--- config.mk ---
export PLATFORM = sky130hd
export DESIGN_NAME = control_pipeline
export DESIGN_NICKNAME = d
export VERILOG_FILES = /design/src/rtl/control_pipeline.sv
export SDC_FILE = /design/constraint.sdc
export NUM_CORES = 1
export LEC_CHECK = 0
export CAP_MARGIN = 15
export CORE_MARGIN = 5
export CORE_UTILIZATION = 50
export CTS_CLUSTER_SIZE = 28
export DETAILED_ROUTE_END_ITERATION = 6
export PLACE_DENSITY = 0.92
export SLEW_MARGIN = 20
export SYNTH_ARGS = -nofsm -noshare
export SYNTH_HDL_FRONTEND = slang
export SYNTH_SLANG_ARGS = --single-unit
--- constraint.sdc ---
create_clock -name clk -period 3.84 [get_ports clk]
set_input_delay 0.96 -clock clk [delete_from_list [all_inputs] [get_ports clk]]
set_output_delay 0.96 -clock clk [all_outputs]
set_load 0.03 [all_outputs]
--- src/rtl/control_pipeline.sv ---
// Pipeline control carrier: moves the decoded control bundle ID->EX->MEM->WB,
// detects load-use hazards, inserts bubbles on stall/flush and counts both events.
module control_pipeline (
  input  logic        clk,
  input  logic        rst_n,
  input  logic        regDst,
  input  logic        aluSrc,
  input  logic        memToReg,
  input  logic        regWrite,
  input  logic        memRead,
  input  logic        memWrite,
  input  logic        branch,
  input  logic        jump,
  input  logic [1:0]  aluOp,
  input  logic [4:0]  idRs,
  input  logic [4:0]  idRt,
  input  logic [4:0]  idRd,
  input  logic        flush,
  output logic        exRegDst,
  output logic        exAluSrc,
  output logic [1:0]  exAluOp,
  output logic [4:0]  exRt,
  output logic [4:0]  exDestReg,
  output logic        memMemRead,
  output logic        memMemWrite,
  output logic        memBranch,
  output logic        wbRegWrite,
  output logic        wbMemToReg,
  output logic [4:0]  wbDestReg,
  output logic        pcWrite,
  output logic        ifIdWrite,
  output logic [15:0] stallCount,
  output logic [15:0] flushCount
);

  localparam int unsigned RegW = 5;
  localparam int unsigned CntW = 16;

  typedef struct packed {
    logic            regDst;
    logic            aluSrc;
    logic            memToReg;
    logic            regWrite;
    logic            memRead;
    logic            memWrite;
    logic            branch;
    logic [1:0]      aluOp;
    logic [RegW-1:0] rt;
    logic [RegW-1:0] rd;
  } idExT;

  typedef struct packed {
    logic            memToReg;
    logic            regWrite;
    logic            memRead;
    logic            memWrite;
    logic            branch;
    logic [RegW-1:0] destReg;
  } exMemT;

  typedef struct packed {
    logic            memToReg;
    logic            regWrite;
    logic [RegW-1:0] destReg;
  } memWbT;

  idExT  idEx;
  exMemT exMem;
  memWbT memWb;
  idExT  idExNext;
  logic  hazard;
  logic  stall;

  // Jump is resolved before ID/EX and has no downstream consumer.
  logic  unusedJump;
  assign unusedJump = jump;

  // Load-use hazard against the instruction currently in ID/EX.
  always_comb begin
    hazard = idEx.memRead && (idEx.rt != RegW'(0)) &&
             ((idEx.rt == idRs) || (idEx.rt == idRt));
    stall  = hazard && !flush;
  end

  assign pcWrite   = !stall;
  assign ifIdWrite = !stall;
  assign exDestReg = idEx.regDst ? idEx.rd : idEx.rt;

  always_comb begin
    idExNext = '0;
    if (!stall && !flush) begin
      idExNext.regDst   = regDst;
      idExNext.aluSrc   = aluSrc;
      idExNext.memToReg = memToReg;
      idExNext.regWrite = regWrite;
      idExNext.memRead  = memRead;
      idExNext.memWrite = memWrite;
      idExNext.branch   = branch;
      idExNext.aluOp    = aluOp;
      idExNext.rt       = idRt;
      idExNext.rd       = idRd;
    end
  end

  always_ff @(posedge clk or negedge rst_n) begin
    if (!rst_n) begin
      idEx  <= '0;
      exMem <= '0;
      memWb <= '0;
    end else begin
      idEx           <= idExNext;
      exMem.memToReg <= idEx.memToReg;
      exMem.regWrite <= idEx.regWrite;
      exMem.memRead  <= idEx.memRead;
      exMem.memWrite <= idEx.memWrite;
      exMem.branch   <= idEx.branch;
      exMem.destReg  <= exDestReg;
      memWb.memToReg <= exMem.memToReg;
      memWb.regWrite <= exMem.regWrite;
      memWb.destReg  <= exMem.destReg;
    end
  end

  // Saturating event counters.
  always_ff @(posedge clk or negedge rst_n) begin
    if (!rst_n) begin
      stallCount <= '0;
      flushCount <= '0;
    end else begin
      if (stall && (stallCount != '1)) stallCount <= stallCount + CntW'(1);
      if (flush && (flushCount != '1)) flushCount <= flushCount + CntW'(1);
    end
  end

  assign exRegDst    = idEx.regDst;
  assign exAluSrc    = idEx.aluSrc;
  assign exAluOp     = idEx.aluOp;
  assign exRt        = idEx.rt;
  assign memMemRead  = exMem.memRead;
  assign memMemWrite = exMem.memWrite;
  assign memBranch   = exMem.branch;
  assign wbRegWrite  = memWb.regWrite;
  assign wbMemToReg  = memWb.memToReg;
  assign wbDestReg   = memWb.destReg;

endmodule

==> Word level (Yosys, flattened, before mapping) <==
Cells that the tools add are included.
{ "word_totals": {"ramBits": 0, "latchBits": 0, "out_inout_bits": 58, "word_cells": 39, "mem_count": 0, "register_bits": 68, "mem_bits_ro": 0, "inputBits": 28} }
{ "classes": {"div_mod_pow": 0, "reduce_logical": 10, "n_mux": 2, "addsub": 2, "n_eq_ne": 4, "shifts": 0, "magnitude_cmp": 0, "bitwise": 0, "mul": 0} }
{ "op_table": {"columns": ["cell", "n"], "rows": [
  ["16-bit by 1-bit adder with 16-bit output (second input constant)", 2],
  ["16-bit inequality test (second input constant)", 2],
  ["19-bit two-way mux", 1],
  ["5-bit == test", 2],
  ["1-bit logical AND", 6],
  ["5-bit two-way mux", 1],
  ["5-bit nonzero test", 1],
  ["1-bit zero test", 2],
  ["1-bit logical OR", 1]
]} }

==> Longest topological paths before layout <==
Gate-level depths: netlist of the first run.
{ "logic_depth": {"ltp_word": 7, "mapped_depth": 7, "depth_no_buf": 6} }

==> Worst setup path before layout of the first run <==
Ideal clock, no wire load.
{ "synth_timing": {"path_kind": "input to output", "from": "input port idRt[3]", "to": "output port pcWrite", "setup_slack_ps": 848, "arrival_time_ps": 2032, "path_buffers": 1, "stages": 5, "t_required_ps": 2880, "cell_sequence": "xor2_1 > nor3_2 > a22oi_1 > or3_4 > buf_4"} }
{ "synth_between": {"elab_chain_cells": 5} }
{ "synth_rtl": {"columns": ["element", "line", "source"], "rows": [
  ["start: declaration", "16", "input logic [4:0] idRt,"],
  ["5-bit == test", "81", "((idEx.rt == idRs) || (idEx.rt == idRt));"],
  ["1-bit logical OR", "81", null],
  ["1-bit logical AND", "80", "hazard = idEx.memRead && (idEx.rt != RegW'(0)) &&"],
  ["1-bit logical AND", "82", "stall = hazard && !flush;"],
  ["1-bit zero test", null, null],
  ["end: declaration", "30", "output logic pcWrite,"]
]} }
Every way passes these cells.

==> Worst setup path in the final report of the first run <==
{ "layout_timing": {"from": "input port idRt[3]", "to": "output port pcWrite"} }
{ "layout_between": {"elab_chain_cells": 5} }
{ "layout_rtl": {"columns": ["element", "line", "source"], "rows": [
  ["5-bit == test", "81", null],
  ["1-bit logical OR", "81", null],
  ["1-bit logical AND", "80", null],
  ["1-bit logical AND", "82", null],
  ["1-bit zero test", "85", "assign pcWrite = !stall;"]
]} }
Every way passes these cells.

==> impl_metrics.tcl, run 1 <==
set metrics [dict create \
    outcome "completed" \
    final_cell_mix "clkdlybuf4s50_1, dfrtp_1, and2_1, xnor2_1, xor2_1" \
    cts-root-buf "clkbuf_8" \
    fin_crit_sh_pct 94.2 \
    cts.path.max_buffers 2 \
    maxSlewHeadroom_pct 63.8 \
    ios 86 \
    power_density_mw_per_mm2 491 \
    syn_avg_cell_area_um2 12.4 \
    cts_setup_buffers 0 \
    wl_mm 5.76 \
    tritoncts "done" \
    clock_skew_ns 0.00708 \
    dp_slack_ns -0.0536 \
    start_util_pct 51.0 \
    start_kind "input port" \
    sequentialPowerShare_pct 44.1 \
    layout.cells.most_common "clkdlybuf4s50_1" \
    nNetsFinal 344 \
    min_to "wbRegWrite$_DFF_PN0_" \
    finalSetupViolations 0 \
    r2r-end "stallCount[14]$_DFFE_PN0P_" \
    drive_gt1_share_pct 10.7 \
    dpl-instance-area_mm2 0.00367 \
    die_y_um 84.7 \
    power.net_switching_mw 0.527 \
    place_congestion 0.751 \
    reg2reg_depth 7 \
    slew_violations 0 \
    syn_nets 256 \
    dr_total_vias 1970 \
    rsz0062_at_grt "false" \
    ys_seq_elements 68 \
    vias_per_cell 5.04 \
    clkTransAtPathRegs_ns 0.07 \
    clock.fmax_mhz 277 \
    fin_setup_tns_ns 0 \
    clkPwrFrac_pct 35.6 \
    power.share.combinational_pct 20.3 \
    firstDrtPassIters 4 \
    report.final.hold_viol_count 0 \
    cts_made_buffers 9 \
    ctsResizeCount 2 \
    design_area_mm2 0.00391 \
    syn_to_final_growth_pct 39.8 \
    yosys_warnings 0 \
    cts_hold_buf 0 \
    worst_ep_arrival_time_ns 2.66 \
    worstSetupPathType "in -> out" \
    drtIter0Drc 25 \
    coreArea_mm2 0.00547 \
    hold_depth 0 \
    final_core_util_pct 71.4 \
    drt-wirelength-per-cell_um 14.7 \
    fin_ws_ns 0.224 \
    grt_overflow 0 \
    std_cell_rows 27 \
    required_ns 2.88 \
    grt_max_degree 46 \
    route.detailed.drc 0 \
    io_buffers 84 \
    period_needed_ns 3.62 \
    ys_async_sr_fraction_pct 100 \
    min_from "exMem[8]$_DFF_PN0_" \
    grt_usage_pct 17.0 \
    die_area_mm2 0.00718 \
    p_sw_share_pct 27.5 \
    cts.sinks 68 \
    hold_path.class "reg -> reg" \
    rrSetupSlack_ns 1.60 \
    max_cap_violations 0 \
    dpl.hpwl_mm 4.29 \
    dieWidth_um 84.7 \
    syn_area_mm2 0.00279 \
    cp-end-kind "output pin" \
    p_leak_nw 1.72 \
    placed_cells 375 \
    final_cells 391 \
    synth-edff-count 0 \
    cp_max_fo 3 \
    yosysUniqueCellTypes 30 \
    p_int_mw 1.39 \
    fillers 397 \
    ys_seq_area_share_pct 60.9 \
    antenna_found_initial 0 \
    synth_flop_cell "dfrtp_1" \
    grt_pass1_vias 2027 \
    insertion_delay_ns 0.32 \
    htree_levels 3 \
    antenna_left 0 \
    ir_drop_uv 383 \
    antenna_cells 0 \
    reg2reg_from "exRt[0]$_DFF_PN0_" \
    netlist_instances 226 \
    max_slew.worst_pin.slew_ns 0.544 \
    grt_pass1_wl_mm 9.59 \
]
## cell type report
cell class	count	area, µm²	area share [%]
clock buffers	11	131	3.36
flip-flops and latches	68	1700	43.6
well taps	72	90.1	2.31
clock inverters	5	100	2.56
inverters	2	7.51	0.192
repair buffers	89	873	22.4
multi-input cells	144	1000	25.6
## critical path: stages
cell             delay [ns]
clkdlybuf4s50_1        0.43
xor2_1                 0.16
nor3_2                 0.20
a22oi_1                0.14
or3_4                  0.40
dlygate4sd2_1          0.37
## how the worst max path moves through the flow
stage	end	from
2_1_floorplan	pcWrite	idRt[3]
3_3_place_gp	ifIdWrite	idRs[1]
3_5_place_dp	pcWrite	idRs[0]
4_1_cts	pcWrite	idRs[0]
5_1_grt	pcWrite	idRs[0]
6_report	pcWrite	idRt[3]
## sequential cells by signal, summed over array words and instances (netlist names)
signal,flops
exAluOp,2
exAluSrc,1
exMem,7
exRegDst,1
exRt,5
flushCount,16
idEx,10
memBranch,1
memMemRead,1
memMemWrite,1
stallCount,16
wbDestReg,5
wbMemToReg,1
wbRegWrite,1
## stage by stage
stage / power, mW / hold slack (ns)
after floorplan: 1.07 / 0.331
after global placement: 1.24 / 0.331
after detailed placement: 1.25 / 0.335
after CTS: 1.93 / 0.341
after global routing: 1.99 / 0.349
final: 1.92 / 0.341
## logic make-up after synthesis
family          synth area share, %
flops                          60.9
simple gates                   18.4
fa+ha+maj                     0.896
compound gates                 1.61
xor+xnor                       11.3
mux                            3.63
buf+inv                        3.23
## Yosys cell counts (2+ instances only)
cell | instances | area, µm²
mux2_1 | 2 | 22.5
nand2_1 | 15 | 56.3
dfrtp_1 | 68 | 1700
and4_1 | 3 | 26.3
mux2_2 | 7 | 78.8
nand3_1 | 13 | 65.1
inv_1 | 2 | 7.51
nand4_1 | 7 | 43.8
nor2_1 | 9 | 33.8
clkbuf_1 | 2 | 7.51
nor4_1 | 2 | 12.5
xor2_1 | 16 | 140
buf_4 | 10 | 75.1
and2_1 | 20 | 125
nor3_2 | 3 | 30.0
ha_1 | 2 | 25.0
and3_1 | 6 | 37.5
xnor2_1 | 20 | 175
o21ai_0 | 3 | 15.0
nor3_1 | 6 | 30.0
## power groups by stage
stage	sequential, mW	clock [mW]	combinational [mW]
floorplan	0.945	0	0.120
global placement	0.853	0	0.384
detailed placement	0.858	0	0.392
CTS	0.845	0.692	0.395
global route	0.855	0.721	0.417
finish	0.844	0.683	0.389
## routing by layer
| layer | track usage [%] | vias to the layer above | wire length, µm |
|---|---|---|---|
| met5 | 0 | - | 0 |
| met4 | 7.48 | 0 | 114 |
| li1 | - | 934 | - |
| met1 | 20.6 | 969 | 2310 |
| met3 | 3.93 | 10 | 294 |
| met2 | 28.8 | 57 | 3040 |
Note: power is estimated with default switching activity, not from simulation.
==> inputs of run 2 (changes only) <==
Settings changed: CORE_UTILIZATION 50 to 52, CTS_BUF_LIST set to sky130_fd_sc_hd__clkbuf_4 sky130_fd_sc_hd__clkbuf_8, PLACE_DENSITY 0.92 to 0.95.
==> run 2 against run 1 <==
Effect of this change:
- sequential power hardly changed
- sequential share of layout area rose by 0.48 points
- cell count fell by 0.77%
- setup slack improved by 0.0052 ns
- first-iteration DRC count increased to 2.8 times the previous value
- worst hold slack improved by 0.010 ns
- highest routed layer unchanged
==> impl_metrics.tcl, run 2 (synthesized netlist as in run 1, its figures left out) <==
set metrics [dict create \
    outcome "completed" \
    cp_max_fo 3 \
    final_cells 388 \
    syn_to_final_growth_pct 38.3 \
    p_leak_nw 1.69 \
    nNetsFinal 344 \
    start_util_pct 54.0 \
    clock.fmax_mhz 277 \
    grt_pass1_vias 2009 \
    drtIter0Drc 69 \
    report.final.hold_viol_count 0 \
    slew_violations 0 \
    dieWidth_um 83.3 \
    fillers 333 \
    io_buffers 84 \
    antenna_cells 0 \
    cp-end-kind "output pin" \
    power_density_mw_per_mm2 465 \
    worst_ep_arrival_time_ns 2.65 \
    insertion_delay_ns 0.33 \
    ios 86 \
    drive_gt1_share_pct 11.0 \
    dpl.hpwl_mm 4.22 \
    antenna_left 0 \
    worstSetupPathType "in -> out" \
    grt_pass1_wl_mm 9.68 \
    place_congestion 0.813 \
    die_y_um 83.3 \
    dr_total_vias 1953 \
    finalSetupViolations 0 \
    period_needed_ns 3.61 \
    placed_cells 373 \
    antenna_found_initial 0 \
    route.detailed.drc 0 \
    cts.sinks 68 \
    vias_per_cell 5.03 \
    clock_skew_ns 0.00678 \
    cts_setup_buffers 0 \
    grt_overflow 0 \
    start_kind "input port" \
    clkTransAtPathRegs_ns 0.07 \
    htree_levels 3 \
    max_slew.worst_pin.slew_ns 0.831 \
    drt-wirelength-per-cell_um 14.7 \
    grt_max_degree 40 \
    cts-root-buf "clkbuf_8" \
    maxSlewHeadroom_pct 44.6 \
    firstDrtPassIters 5 \
    grt_usage_pct 17.6 \
    die_area_mm2 0.00694 \
    std_cell_rows 26 \
    fin_setup_tns_ns 0 \
    cts.path.max_buffers 2 \
    rsz0062_at_grt "false" \
    final_cell_mix "clkdlybuf4s50_1, dfrtp_1, and2_1, xnor2_1, xor2_1" \
    ir_drop_uv 330 \
    cts_made_buffers 9 \
    reg.largest.list "flushCount: 16 flops, stallCount: 16 flops, idEx: 10 flops" \
    layout.cells.most_common "clkdlybuf4s50_1" \
    wl_mm 5.69 \
    hold_path.class "reg -> reg" \
    coreArea_mm2 0.00517 \
    fin_crit_sh_pct 94.0 \
    tritoncts "done" \
    max_cap_violations 0 \
    required_ns 2.88 \
]
-- run 2: cell count changes in the layout (fill, tap and decap cells not counted), sizes merged --
cell	previous run	this run
bufinv	3	1
dlygate4sd2	2	1
dlymetal6s2s	0	1
clkinvlp	0	3
clkbuf	11	9
-- run 2: where the power goes --
group	leakage (nW)	internal [mW]	switching (mW)
clock	0.0873	0.296	0.266
sequential	0.898	0.780	0.0656
combinational	0.701	0.179	0.211
-- run 2: final cells by class --
type                    count  area, µm²  area share, %
multi-input cells         144       1000           25.9
inverters                   2       7.51          0.194
clock inverters             6       66.3           1.72
well taps                  70       87.6           2.27
repair buffers             89        875           22.6
flip-flops and latches     68       1700           44.1
clock buffers               9        124           3.21
-- run 2: worst paths after layout --
kind / cells past startpoint / from / to / slack [ns]
worst max-delay path: 6 / idRs[1] / ifIdWrite / 0.23
max in group asynchronous: 2 / rst_n / flushCount[3]$_DFFE_PN0P_ / 2.22
worst max register to register: 7 / exRt[0]$_DFF_PN0_ / stallCount[12]$_DFFE_PN0P_ / 1.63
worst min-delay path: 0 / exMem[4]$_DFF_PN0_ / wbDestReg[4]$_DFF_PN0_ / 0.35
min in group asynchronous: 1 / rst_n / memBranch$_DFF_PN0_ / 0.72
worst min register to register: 0 / exMem[4]$_DFF_PN0_ / wbDestReg[4]$_DFF_PN0_ / 0.35
-- run 2: worst max-delay path, stage by stage --
cell	delay, ns
clkdlybuf4s50_1	0.42
xor2_1	0.14
nor3_1	0.23
a22oi_1	0.13
or3_4	0.40
dlygate4sd2_1	0.37
-- run 2: metal layers --
layer  vias to the layer above  share of wire, %  GRT usage, %
li1                        931                 -             -
met1                       943                40          20.1
met2                        73                51          30.0
met3                         6               7.7          5.45
met4                         0               1.1          8.32
met5                         -                 0             0
-- run 2: through the flow --
stage               setup WS [ns]  utilization, %  cell area, µm²  power, mW  hold WS [ns]
floorplan                   0.848               -            2790       1.07         0.331
global placement          0.00326            71.0            3670       1.24         0.333
detailed placement       -0.00305            71.0            3670       1.25         0.336
CTS                      0.000856            74.6            3860       1.82         0.353
global route                0.170            74.7            3860       1.88         0.357
finish                      0.229            74.7            3860       1.80         0.351
-- run 2: what timing repair did --
action / 4_1_cts / 5_1_grt
pin swaps: 0 / 0
hold buffers: 0 / 0
endpoints found under the hold margin: 0 / 0
cloned: 0 / 0
endpoints found under the setup margin: 2 / 1
gates resized for setup: 1 / 1
